[src/rtl/demux_1_8_ctrl_v.sv]
// 1:8 burst demux controller: round-robin grant, BURST_LEN beats per grant.
// Ports: i_clk, i_n_rst (sync, active-low), i_en_mask, i_a/i_a_vld/o_a_rdy
// (source), o_sel_code, o_data, o_dst_vld/i_dst_rdy (destinations), o_busy,
// o_timeout. Optional stall timeout: define DEMUX_CTRL_TIMEOUT_EN.
module demux_1_8_ctrl_v #(
  parameter int WIDTH     = 1,
  parameter int BURST_LEN = 4,
  parameter int TIMEOUT   = 15
) (
  input  logic             i_clk,
  input  logic             i_n_rst,
  input  logic [7:0]       i_en_mask,
  input  logic [WIDTH-1:0] i_a,
  input  logic             i_a_vld,
  output logic             o_a_rdy,
  output logic [2:0]       o_sel_code,
  output logic [WIDTH-1:0] o_data,
  output logic [7:0]       o_dst_vld,
  input  logic [7:0]       i_dst_rdy,
  output logic             o_busy,
  output logic             o_timeout
);

  typedef enum logic [1:0] {
    IDLE = 2'd0,
    ARB  = 2'd1,
    XFER = 2'd2
  } state_t;

  state_t     state, state_nxt;
  logic [2:0] sel_q, sel_nxt;
  logic [4:0] beat_q, beat_nxt;

  logic [2:0] pick;
  logic       pick_vld;
  logic       sel_en;
  logic       sel_rdy;
  logic       fire;
  logic       last_beat;
  logic       stall;
  logic       tmo;

  // Rotating search starting one past the last grant; offset 8 wraps
  // back onto the current channel so a lone channel is re-selected.
  always_comb begin
    pick     = sel_q;
    pick_vld = 1'b0;
    for (int i = 8; i >= 1; i--) begin
      if (i_en_mask[sel_q + 3'(i)]) begin
        pick     = sel_q + 3'(i);
        pick_vld = 1'b1;
      end
    end
  end

  assign sel_en    = i_en_mask[sel_q];
  assign sel_rdy   = i_dst_rdy[sel_q];
  // Reset low kills any beat in the same cycle.
  assign fire      = i_n_rst && (state == XFER) && sel_en
                     && i_a_vld && sel_rdy;
  assign stall     = (state == XFER) && sel_en && i_a_vld && !sel_rdy;
  assign last_beat = (beat_q == 5'(BURST_LEN - 1));

`ifdef DEMUX_CTRL_TIMEOUT_EN
  logic [7:0] stall_q, stall_nxt;

  // stall_q counts earlier consecutive stalls, so this cycle is stall
  // number stall_q+1.
  assign tmo       = stall && (stall_q == 8'(TIMEOUT - 1));
  assign stall_nxt = stall ? stall_q + 8'd1 : 8'd0;

  always_ff @(posedge i_clk) begin
    if (!i_n_rst) begin
      stall_q <= 8'd0;
    end else begin
      stall_q <= stall_nxt;
    end
  end
`else
  assign tmo = 1'b0;
`endif

  always_ff @(posedge i_clk) begin
    if (!i_n_rst) begin
      state  <= IDLE;
      sel_q  <= 3'd7;
      beat_q <= 5'd0;
    end else begin
      state  <= state_nxt;
      sel_q  <= sel_nxt;
      beat_q <= beat_nxt;
    end
  end

  always_comb begin
    state_nxt = state;
    sel_nxt   = sel_q;
    beat_nxt  = beat_q;
    unique case (state)
      IDLE: begin
        if (i_a_vld && (i_en_mask != 8'd0)) state_nxt = ARB;
      end
      ARB: begin
        if (pick_vld) begin
          sel_nxt   = pick;
          beat_nxt  = 5'd0;
          state_nxt = XFER;
        end else begin
          state_nxt = IDLE;
        end
      end
      XFER: begin
        if (!sel_en) begin
          state_nxt = ARB;
        end else if (fire) begin
          beat_nxt = beat_q + 5'd1;
          if (last_beat) state_nxt = ARB;
        end else if (tmo) begin
          state_nxt = ARB;
        end
      end
      default: state_nxt = IDLE;
    endcase
  end

  always_comb begin
    o_dst_vld = 8'd0;
    o_a_rdy   = 1'b0;
    o_busy    = 1'b0;
    o_timeout = 1'b0;
    if (i_n_rst) begin
      unique case (state)
        IDLE: ;
        ARB:  o_busy = 1'b1;
        XFER: begin
          o_busy    = 1'b1;
          o_timeout = tmo;
          if (sel_en) begin
            o_dst_vld[sel_q] = i_a_vld;
            o_a_rdy          = sel_rdy;
          end
        end
        default: ;
      endcase
    end
  end

  assign o_sel_code = sel_q;
  assign o_data     = i_a;

endmodule

[config.mk]
export PLATFORM = sky130hd
export DESIGN_NAME = demux_1_8_ctrl_v
export DESIGN_NICKNAME = d
export VERILOG_FILES = /design/src/rtl/demux_1_8_ctrl_v.sv
export SDC_FILE = /design/constraint.sdc
export NUM_CORES = 1
export LEC_CHECK = 0
export CORE_MARGIN = 5
export CORE_UTILIZATION = 52
export CTS_BUF_LIST = sky130_fd_sc_hd__clkbuf_8
export DETAILED_ROUTE_END_ITERATION = 12
export PLACE_DENSITY = 0.83
export SLEW_MARGIN = 25
export SYNTH_ARGS = -nofsm -noshare
export SYNTH_HDL_FRONTEND = slang
export SYNTH_SLANG_ARGS = --single-unit
[constraint.sdc]
create_clock -name i_clk -period 4.41 [get_ports i_clk]
set_input_delay 0.441 -clock i_clk [delete_from_list [all_inputs] [get_ports i_clk]]
set_output_delay 0.441 -clock i_clk [all_outputs]
set_load 0.01 [all_outputs]
==> impl_results.md <==
- Most common cell after layout, fill and taps aside: clkdlybuf4s50_1
- # Post-CTS Setup Buffers: 0
- Syn avg cell area: slightly below 9 sq um
- Crit-path cells: buf_4, mux4_2, mux2_2, and2_4, nand3_1, nor3_1, clkdlybuf4s50_1
- R2R cell count: 9
- Max-cap violations: 0
- Synth area leaders: mux4_2 (24%), dfxtp_1 (14%), ha_1 (9.3%)
- Clock transition at path regs: 50 ps
- Synth unique cells: 44
- Drt pass-1 iters: 4
- Clock latency on the worst-skew pair: 240 ps
- PortBufs: 31
- CTS sink cnt: 10
- H-tree Lvls: 1
- RD Place Congestion: 0.9221
- Hold endpoint: beat_q[0]
- Share of layout cells above drive strength 1: 16.06%
- CTS tree: built
- Worst Setup Path Type: reg -> out
- # DRC: 0
- Synth top area share: between 20% and 30%
- Setup WS pre-CTS: 1256 ps
- CTS max path bufs: 2
- Beginning of the critical path: o_sel_code[0]
- Initial antenna violation count: 0
- Internal: 0.0004436 W
- Clk root buf: clkbuf_8
- CORE AREA: about 2700 sq um
- Synth Instances: between 150 and 200
- Layout area overhead: 24.37%
- Area leader, netlist: mux4_2
- Rows: 19
- Critical path's slowest cell: mux4_2
- Worst r2r src: o_sel_code[1]
- Worst slew pin tran: a little over 600 ps
- Leakage power: 0.6780 nW
- WP data required: about 4000 ps
- Yosys reg bits: 10
- ANT nets after route: 0
- Crit path max-delay family: multiplexers
- Post-Syn Area: around 1500 sq um
- Max Fclk: about 0.32 GHz
- Critical path endpoint category: output pin
- Vias per cell: 6.388
- Routed wire per std cell: 16.30 microns
- CTS Buf Count: 3
- Die area: ~4000 sq um
- Sw frac: about 44%
- Minimum clock period: around 3200 ps
- GRT Total Usage: 20.00%
- Total grt overflow: 0
- Core Util, Final: 67.28%
- Die X: 63.33 microns
- Initial DRC Count: 87
- Sequential share of power: between 10% and 20%
- Post-DP HPWL: 2873 microns
- Inserted Diodes: 0
- NetSw: 0.0003522 W
- WHS Path Cells: 1
- CP Max Fanout: 22
- I/O pin cnt: 35
- VDD IR max: a little under 300 uV
- Clock power frac: 14.7%
- Slew margin rel.: 59.54%
- Yosys warnings: 0
- Worst Setup Start Kind: flop
- Power Dens Cells: 432.7 nW/um^2
- Initial Utilization: 54.10%
- Fin crit share: 71.95%
- Clk_skew: a little under 5 ps
- Hold Violations, Final: 0
- RSZ-0062 raised after global routing: false
- Setup Viol. Count Final: 0
- Die H: 63.33 microns
- Vias in the first global route: 1482
- HP Class: reg -> reg
- CP bufs+invs: 2
- Vias: 1431
- CP max stage delay: approximately 610 ps
- Setup TNS: 0 ps
- Commonest non-fill, non-tap cells in the layout: clkdlybuf4s50_1 (31), mux4_2 (16), nand2_1 (15)
- Largest net degree at the start of global routing: 23
- R2R Setup Slk: 1270 ps
- Routed WL: between 3000 and 4000 microns
- Layout Nets: 225
- CTS resizes: 0
- Max-slew violation count: 0
- Arr. time, crit path: 2730 ps
- Hold Buf Count CTS: 0
- Post-synthesis sequential area ratio: a little over an eighth
- Syn Nets: around 200
- Min setup slack post-route: 1237 ps
- Logic pwr share: 69.9%
- Reg-to-Reg End: o_sel_code[1]
- Status: finished clean
- Hold Startpoint: beat_q[0]
- Global-route wire length before repair: 6630 microns
layer usage:
metal / GRT usage [%] / part of all wire, % / vias to the layer above
met4: 5.195 / 0.30 / 0
met1: 25.20 / 40 / 677
met5: 0 / 0 / -
met2: 33.38 / 50 / 76
li1: - / - / 675
met3: 5.684 / 8.8 / 3
registers in the layout, indices dropped and copies added, names as in the netlist:
register	flops
beat_q	5
o_sel_code	3
state	2
per-stage QoR:
| stage | power, W | cells | hold WS (ps) | cell area, sq um |
|---|---|---|---|---|
| after floorplan | 0.0005489 | 167 | 454.0 | 1479 |
| after global placement | 0.0006587 | 220 | 465.1 | 1784 |
| final | 0.0007958 | 224 | 487.0 | 1839 |
| after global routing | 0.0008688 | 224 | 520.9 | 1839 |
| after detailed placement | 0.0006753 | 220 | 481.0 | 1784 |
| after CTS | 0.0007933 | 224 | 493.6 | 1839 |
cell families after synthesis:
logic type | after synthesis | share of synthesized area [%]
compound gates | 34 | 15.99
xor+xnor | 4 | 2.369
fa+ha+maj | 11 | 9.306
buf+inv | 23 | 7.021
flops | 10 | 13.54
mux | 28 | 32.74
other cells | 1 | 0.2536
simple gates | 56 | 18.78
cells in the mapped netlist:
cell type / number
inv_2: 1
o41ai_1: 1
or3b_1: 1
nand3_1: 7
o21ai_1: 5
o21a_1: 1
clkbuf_1: 6
o21ai_0: 3
nor2_1: 14
mux4_2: 16
nand4_1: 2
nand4b_1: 1
a32oi_1: 1
o221a_1: 2
nand2b_1: 4
ha_1: 11
nor3_2: 1
a31oi_1: 2
a22oi_1: 1
a21boi_0: 1
o31a_1: 1
o211ai_1: 1
nor4_2: 1
nor3_1: 7
xor2_1: 1
xnor2_1: 3
o22ai_1: 2
mux2_2: 3
o2111ai_1: 1
buf_2: 2
and2_1: 2
nand2_1: 15
a211oi_1: 2
conb_1: 1
and2_4: 1
buf_4: 2
dfxtp_1: 10
o32ai_2: 1
a21boi_1: 1
a21oi_1: 7
inv_1: 11
buf_6: 1
mux2i_1: 9
o31a_2: 1
power by group through the flow:
stage / clock network (W) / logic (W) / registers, W
2_1_floorplan: 0 / 0.000426 / 0.000123
3_3_place_gp: 0 / 0.000536 / 0.000123
3_5_place_dp: 0 / 0.000551 / 0.000124
4_1_cts: 0.000117 / 0.000554 / 0.000122
5_1_grt: 0.000125 / 0.000618 / 0.000126
6_report: 0.000117 / 0.000556 / 0.000123
worst max path at each step:
stage | cells after the start | endpoint | slack, ps
after detailed placement | 7 | o_dst_vld[4] | 1260
after floorplan | 12 | o_sel_code[1] | 1150
after global placement | 7 | o_dst_vld[0] | 1300
after CTS | 7 | o_dst_vld[4] | 1240
final | 7 | o_dst_vld[4] | 1240
after global routing | 9 | o_sel_code[1] | 1030
cell type report:
cell class	count	area [sq um]
fill	236	894.6
multi-input combinational	134	1175
sequential	10	200.2
clock buffer	4	55.05
timing repair buffer	33	325.3
tap	31	38.79
inverter	12	45.04
No activity file was read; power rests on OpenSTA's default activity.
